--- config.mk ---
export PLATFORM = sky130hd
export DESIGN_NAME = lsu
export DESIGN_NICKNAME = d
export VERILOG_FILES = /design/src/rtl/lsu_pkg.sv /design/src/rtl/lsu_align.sv /design/src/rtl/lsu.sv
export SDC_FILE = /design/constraint.sdc
export NUM_CORES = 1
export LEC_CHECK = 0
export CAP_MARGIN = 30
export CORE_MARGIN = 1.5
export CORE_UTILIZATION = 45
export DETAILED_ROUTE_END_ITERATION = 16
export DONT_BUFFER_PORTS = 1
export SLEW_MARGIN = 10
export SYNTH_ARGS = -nofsm -noshare
export SYNTH_HDL_FRONTEND = slang
export SYNTH_SLANG_ARGS = --single-unit
--- constraint.sdc ---
create_clock -name clk -period 3.7 [get_ports clk]
set_input_delay 0.185 -clock clk [delete_from_list [all_inputs] [get_ports clk]]
set_output_delay 0.185 -clock clk [all_outputs]
set_load 0.05 [all_outputs]
--- src/rtl/lsu_pkg.sv ---
// rtl/lsu_pkg.sv - funct3 encodings, FSM state type and access-size helper for the LSU
package lsu_pkg;

    localparam logic [2:0] LSU_B   = 3'b000;
    localparam logic [2:0] LSU_H   = 3'b001;
    localparam logic [2:0] LSU_W   = 3'b010;
    localparam logic [2:0] LSU_D   = 3'b011;
    localparam logic [2:0] LSU_BU  = 3'b100;
    localparam logic [2:0] LSU_HU  = 3'b101;
    localparam logic [2:0] LSU_WU  = 3'b110;
    localparam logic [2:0] LSU_BAD = 3'b111;

    typedef enum logic [1:0] {
        IDLE,
        REQ,
        WAIT_R
    } lsu_state_t;

    // Access size in bytes: 1, 2, 4 or 8.
    function automatic logic [3:0] size_of(input logic [2:0] funct3);
        return 4'(1 << funct3[1:0]);
    endfunction

endpackage

--- src/rtl/lsu_align.sv ---
// rtl/lsu_align.sv - byte-lane steering for stores and extraction/extension for loads
module lsu_align
    import lsu_pkg::*;
#(
    parameter int XLEN = 32
) (
    input  logic [2:0]                 funct3,
    input  logic [$clog2(XLEN/8)-1:0]  off,
    input  logic [XLEN-1:0]            wdata,
    input  logic [XLEN-1:0]            rdata,
    output logic [XLEN/8-1:0]          be,
    output logic [XLEN-1:0]            wdata_lane,
    output logic [XLEN-1:0]            rdata_ext
);
    localparam int NB = XLEN / 8;

    logic [3:0]      size;
    logic [XLEN-1:0] wmasked;
    logic [XLEN-1:0] rshift;
    logic            sign_src;
    logic            sign;

    assign size = size_of(funct3);

    always_comb begin
        be      = '0;
        wmasked = '0;
        for (int i = 0; i < NB; i++) begin
            if (i < int'(size)) begin
                be[i]            = 1'b1;
                wmasked[8*i +: 8] = wdata[8*i +: 8];
            end
        end
        be         = be << off;
        wdata_lane = wmasked << {off, 3'b000};
    end

    always_comb begin
        rshift = rdata >> {off, 3'b000};
        case (funct3)
            LSU_B, LSU_BU:  sign_src = rshift[7];
            LSU_H, LSU_HU:  sign_src = rshift[15];
            LSU_W, LSU_WU:  sign_src = rshift[31];
            default:        sign_src = rshift[XLEN-1];
        endcase
        // Unsigned forms (funct3[2]) fill with zero instead of the sign bit.
        sign = sign_src & ~funct3[2];
        rdata_ext = '0;
        for (int i = 0; i < XLEN; i++) begin
            rdata_ext[i] = (i < 8 * int'(size)) ? rshift[i] : sign;
        end
    end

endmodule

--- src/rtl/lsu.sv ---
// rtl/lsu.sv - load/store unit: request/grant/response memory handshake with core stall
module lsu
    import lsu_pkg::*;
#(
    parameter int XLEN   = 32,
    parameter int ADDR_W = 32
) (
    input  logic                clk,
    input  logic                rst_n,
    input  logic                lsu_valid,
    input  logic                lsu_we,
    input  logic [2:0]          lsu_funct3,
    input  logic [ADDR_W-1:0]   lsu_addr,
    input  logic [XLEN-1:0]     lsu_wdata,
    output logic [XLEN-1:0]     lsu_rdata,
    output logic                lsu_done,
    output logic                lsu_misaligned,
    output logic                lsu_stall,
    output logic                mem_req,
    input  logic                mem_gnt,
    output logic                mem_we,
    output logic [XLEN/8-1:0]   mem_be,
    output logic [ADDR_W-1:0]   mem_addr,
    output logic [XLEN-1:0]     mem_wdata,
    input  logic                mem_rvalid,
    input  logic [XLEN-1:0]     mem_rdata
);
    localparam int NB    = XLEN / 8;
    localparam int OFF_W = $clog2(NB);

    lsu_state_t       state;
    logic [2:0]       r_funct3;
    logic [OFF_W-1:0] r_off;

    logic [OFF_W-1:0] off_in;
    logic [3:0]       size_in;
    logic             misal;
    logic             illegal;
    logic             accept;

    logic [2:0]       a_funct3;
    logic [OFF_W-1:0] a_off;
    logic [NB-1:0]    a_be;
    logic [XLEN-1:0]  a_wdata;
    logic [XLEN-1:0]  a_rdata;

    assign off_in  = lsu_addr[OFF_W-1:0];
    assign size_in = size_of(lsu_funct3);
    assign misal   = (off_in & OFF_W'(size_in - 4'd1)) != '0;
    assign illegal = (lsu_funct3 == LSU_BAD)
                   || ((XLEN == 32) && ((lsu_funct3 == LSU_D) || (lsu_funct3 == LSU_WU)))
                   || (lsu_we && lsu_funct3[2]);
    // The done cycle still shows lsu_valid high; it must not start a new access.
    assign accept    = (state == IDLE) && lsu_valid && !lsu_done;
    assign lsu_stall = lsu_valid && !lsu_done;

    // Steering uses the live request while idle, the latched one while a load is pending.
    assign a_funct3 = (state == IDLE) ? lsu_funct3 : r_funct3;
    assign a_off    = (state == IDLE) ? off_in : r_off;

    lsu_align #(.XLEN(XLEN)) u_align (
        .funct3     (a_funct3),
        .off        (a_off),
        .wdata      (lsu_wdata),
        .rdata      (mem_rdata),
        .be         (a_be),
        .wdata_lane (a_wdata),
        .rdata_ext  (a_rdata)
    );

    always_ff @(posedge clk) begin
        if (!rst_n) begin
            state          <= IDLE;
            r_funct3       <= '0;
            r_off          <= '0;
            lsu_rdata      <= '0;
            lsu_done       <= 1'b0;
            lsu_misaligned <= 1'b0;
            mem_req        <= 1'b0;
            mem_we         <= 1'b0;
            mem_be         <= '0;
            mem_addr       <= '0;
            mem_wdata      <= '0;
        end else begin
            lsu_done       <= 1'b0;
            lsu_misaligned <= 1'b0;
            case (state)
                IDLE: begin
                    if (accept) begin
                        r_funct3 <= lsu_funct3;
                        r_off    <= off_in;
                        if (misal || illegal) begin
                            lsu_done       <= 1'b1;
                            lsu_misaligned <= 1'b1;
                        end else begin
                            state     <= REQ;
                            mem_req   <= 1'b1;
                            mem_we    <= lsu_we;
                            mem_be    <= a_be;
                            mem_addr  <= {lsu_addr[ADDR_W-1:OFF_W], OFF_W'(0)};
                            mem_wdata <= a_wdata;
                        end
                    end
                end
                REQ: begin
                    if (mem_gnt) begin
                        mem_req <= 1'b0;
                        if (mem_we) begin
                            lsu_done <= 1'b1;
                            state    <= IDLE;
                        end else begin
                            state <= WAIT_R;
                        end
                    end
                end
                WAIT_R: begin
                    if (mem_rvalid) begin
                        lsu_rdata <= a_rdata;
                        lsu_done  <= 1'b1;
                        state     <= IDLE;
                    end
                end
                default: state <= IDLE;
            endcase
        end
    end

endmodule

# After elaboration in Yosys (flattened, before gate mapping)
# Cells that the tools add are included.
dict set report op_classes {
  add_sub_neg 1
  order_cmp 36
  eq_ne 12
  n_shift 5
  n_mux 59
  n_bitwise 4
  reduce_logical 21
}
# op count
set op_table {}
lappend op_table {{$lt A5 B7 Y1 const A} 16}
lappend op_table {{$lt A4 B7 Y1 const A} 8}
lappend op_table {{$mux W1} 44}
lappend op_table {{$mux W8} 4}
lappend op_table {{$shl A32 B5 Y32} 1}
lappend op_table {{$shr A32 B5 Y32} 1}
lappend op_table {{$lt A3 B7 Y1 const A} 4}
lappend op_table {{$lt A1 B7 Y1 const A} 2}
lappend op_table {{$lt A2 B7 Y1 const A} 2}
lappend op_table {{$eq A3 B3 Y1 const B} 4}
lappend op_table {{$mux W2} 6}
lappend op_table {{$lt A1 B4 Y1 const A} 2}
lappend op_table {{$lt A2 B4 Y1 const A} 2}
lappend op_table {{$ne A2 B2 Y1 const B} 4}
lappend op_table {{$reduce_and A4 Y1} 2}
lappend op_table {{$pmux W2 S3} 1}
lappend op_table {{$reduce_and A2 Y1} 3}
lappend op_table {{$logic_and A1 B1 Y1} 4}
lappend op_table {{$logic_or A1 B1 Y1} 4}
lappend op_table {{$pmux W1 S2} 2}
lappend op_table {{$reduce_bool A2 Y1} 2}
lappend op_table {{$reduce_or A2 Y1} 2}
lappend op_table {{$shl A1 B2 Y4 const A} 1}
lappend op_table {{$shl A4 B2 Y4} 1}
lappend op_table {{other kinds (15)} 16}
dict set report totals {
  ff_bits 109
  in_bits 105
  out_inout_bits 105
  wordCells 149
}

# Logic depth before layout (Yosys ltp)
dict set report depth {
  ltp_word 8
  ltp_mapped 9
  depth_no_buf 5
}

# Cells and area by module
# A second synthesis with hierarchy kept.
dict set report unflattened {
  hier_cells 629
  area_unflattened_um2 5569.1
}
# mod n_inst cells_per_inst area_per_inst_um2 seq_area_each_um2
set modules_own_cells {}
lappend modules_own_cells {lsu 1 413 4259.1 2182.1}
lappend modules_own_cells {lsu_align 1 216 1310.0 0.0}

# Least setup slack after synthesis
# Ideal clock, no wire load.
dict set report synth_path {
  kind {reg-to-reg}
  from {register state[0]}
  to {register lsu_rdata[13]}
  setup_time_ns 0.131
  arrival_ns 1.883
  required_ns 3.569
  path_slack_ns 1.686
  stages_incl_launch_ff 9
  n_path_buf 3
  synth_period_minus_slack_ns 2.014
  path_cell_list {dfxtp_1 > buf_2 > buf_4 > o21a_1 > nor2_2 > buf_4 > mux2_2 > a221oi_1 > a211oi_2}
}
dict set report synth_between {
  elab_chain_cells 7
  word_cells_on_any_way 18
  cone_classes {1 x order compare; 4 x eq/ne; 2 x shift; 4 x mux; 2 x bitwise; 5 x reduce/logical}
}
# item line
set synth_rtl {}
lappend synth_rtl {{start, declared} lsu.sv:31} ;# lsu_state_t state;
lappend synth_rtl {{start signal, assigned} lsu.sv:73} ;# state <= IDLE;
lappend synth_rtl {{start signal, assigned} lsu.sv:96} ;# state <= REQ;
lappend synth_rtl {{start signal, assigned} lsu.sv:110} ;# state <= IDLE;
lappend synth_rtl {{parallel branches: the longest is 7 deep, another holds $shr A32 B5 Y32} n/a}
lappend synth_rtl {{end signal, assigned} lsu.sv:118} ;# lsu_rdata <= a_rdata;
lappend synth_rtl {{end, declared} lsu.sv:15} ;# output logic [XLEN-1:0] lsu_rdata,
# Parallel ways; which one is timed is not known.
# A chain may end at the register's enable or synchronous reset.

# Worst setup path in the final report
dict set report layout_path {
  from {register state[1]}
  to {register lsu_rdata[14]}
}
# Same word-level chain as after synthesis.

==> run metrics <==
status=complete, no violations; # fillers=1120; initial core utilization=0.459; Synth Area in XOR/XNOR=0; crit path kind=register to register; Final Hold Vio Count=0; antenna viol nets, final=0; Synth async-reset ratio=0; worst r2r path cells=5; GRT met3 Usage=0.0814; clk root buf=clkbuf_16; Syn Inst Count=639; RSZ-0062 raised after global routing=false; clock buffer count from CTS=9; DRT Pass-1 Iters=5; Worst VDD drop=0.196 mV; core area=0.0119 mm2; H-tree depth=3; CTS Sinks=109; gr ovfl total=0; Synth Area in Adders=0; CTS Buffer Depth=2; commonest cells after routing, fill and taps aside=nand2_1 (118), dfxtp_1 (109), dlygate4sd3_1 (50); pwr dens=443 mW/mm2; Die Span X=113 um; Crit. End Element=register; vias in the first global route=4789; Residual DRC=0; DP Worst Slack=0.878 ns; Die Y=113 um; busiest grt layer=met2; Non-Filler Instances=803; Max-Cap Viols=0; wire per inst=20.8 um; Sum Neg Setup Slack=0 ns; Arr. time, crit path=3.16 ns; CP top delay family=compound AO/OA/AOI/OAI gates; GR Util All Layers=0.257; largest family of logic cells by synthesized area=compound AO/OA/AOI/OAI gates; most area-consuming cells after synthesis=dfxtp_1 (40%), nand2_1 (8.1%), a21boi_0 (5.6%); M2 GR Usage=0.425; GR Util met1=0.313; hold_sp=lsu_funct3[0]; mux share of post-synthesis cell area=0.0492; hold crit path type=input port to register; terminus of the critical flop-to-flop path=lsu_rdata[14]; Layout Skew=0.00775 ns; Mapped Avg Cell Area=8.55 um2; capture point of the critical path=lsu_rdata[14]; Cell Chain, Critical Path=o21ai_1 -> nand2_4 -> nor2_1 -> a22oi_1 -> a211oi_2; max-slew violations=0; Detailed Place HPWL=11100 um; CTS tree=yes; Port Buf Inserts=0; highest clock rate=348 MHz; vias=5045; Via density=6.28; I/O pins=210; site row count=40; Final #Nets=755; FF+latch count, synth=109; layout cell share with drive strength beyond 1=0.0779; crit-path max FO=23; antenna violations before repair=1; FF-to-FF setup slack=0.82 ns; cell taking the most area after synthesis=dfxtp_1; Slew Limit Headroom=0.384; final period utilization=0.778; post-synthesis sequential area ratio=0.399; dominant synthesized flop cell=dfxtp_1; slowest CP cell=o21ai_1; first-pass GRT wire length=26100 um; routability cong.=0.865; dpl cells=734; DRT iter0 DRCs=396; insertion delay to the later sink of the worst-skew pair=0.36 ns; CP Launch Type=register; synth unique cells=56; worst setup margin=0.823 ns; FF-to-FF Start=state[1]; Syn. warnings=0; area grow syn2layout=14.7%; EDFF count, synth=0; most common cell after layout, fill and taps aside=nand2_1; Synth Area in Simple Gates=0.200; Final setup viols=0; Post-Syn Area=0.00546 mm2; postcts setup bufs=0; clk slew on worst S/H paths=0.08 ns; die area=0.0128 mm2; crit path launch=state[1]; largest net degree at the start of global routing=98; Req. time, crit path=3.99 ns; WL final=16700 um; critical path's largest stage delay=0.76 ns; post-synthesis compound-gate area fraction=0.294; Worst Path Buf+Inv=0; top cell type's share of synthesized area=0.399; WP depth=5; Tmin final=2.88 ns; leak pwr=2.25 nW; CTS-repair resized insts=0; pin slew with the least headroom to its limit=0.920 ns
## sequential cells by signal, indices dropped and copies added (netlist names)
name            flops
lsu_rdata          32
mem_wdata          32
mem_addr           30
mem_be              4
r_funct3            3
r_off               2
state               2
lsu_done            1
lsu_misaligned      1
mem_req             1
mem_we              1
## cells in the mapped netlist, types with 10 or more instances
| library cell | n |
|---|---|
| buf_2 | 17 |
| a31oi_1 | 19 |
| nor2_1 | 17 |
| a21boi_0 | 41 |
| nor2b_1 | 10 |
| dfxtp_1 | 109 |
| nand2b_1 | 12 |
| o32ai_1 | 16 |
| o211ai_1 | 14 |
| o21ai_0 | 29 |
| and3_1 | 10 |
| clkbuf_1 | 33 |
| mux2i_1 | 19 |
| nand2_1 | 118 |
| nand3_1 | 17 |
| a21oi_1 | 12 |
| a21boi_1 | 11 |
## report_power, final
| group | switching (mW) | internal, mW | leakage [nW] |
|---|---|---|---|
| combinational | 0.235 | 0.164 | 1.23 |
| clock | 0.488 | 0.474 | 0.139 |
| sequential | 0.194 | 1.22 | 0.885 |
| total | 0.916 | 1.86 | 2.25 |
## routing by layer
metal	vias to the layer above	share of wire
li1	2363	-
met1	2432	0.40
met2	226	0.48
met3	24	0.094
met4	0	0.022
met5	-	0
## cell families (layout without fill, tap and decap cells)
family / count (synthesis) / in the layout
simple gates: 221 / 221
flops: 109 / 109
buf+inv: 63 / 78
mux: 26 / 26
other cells: 1 / 3
compound gates: 219 / 219
## what timing repair did
| action | CTS | global route |
|---|---|---|
| hold buffers | 51 | 0 |
| endpoints found under the setup margin | 0 | 0 |
| hold endpoints to repair | 99 | 0 |
## how the worst min path moves through the flow
stage | endpoint | slack (ns) | depth (start not counted)
finish | r_funct3[0] | 0.01 | 2
floorplan | mem_addr[21] | 0.32 | 2
global route | r_funct3[0] | 0.03 | 2
global placement | lsu_done | 0.32 | 1
detailed placement | lsu_done | 0.32 | 1
CTS | lsu_rdata[25] | 0.006 | 2
## stage by stage
step | hold WS [ns] | utilization | area (um2) | power, mW
2_1_floorplan | 0.320 | - | 5470 | 1.72
3_3_place_gp | 0.317 | 0.456 | 5440 | 1.77
3_5_place_dp | 0.318 | 0.456 | 5440 | 1.77
4_1_cts | 0.00568 | 0.525 | 6260 | 2.79
5_1_grt | 0.0321 | 0.526 | 6270 | 2.89
6_report | 0.0101 | 0.526 | 6270 | 2.77
## cell type report
class,count,area (um2),share of cell area
inverters,2,7.51,0.00120
flip-flops and latches,109,2180,0.348
multi-input cells,468,3000,0.479
repair buffers,60,596,0.0950
diodes,1,2.50,0.000399
clock inverters,7,67.6,0.0108
well taps,147,184,0.0294
clock buffers,9,225,0.0359
No activity file was read; power rests on OpenSTA's default activity.
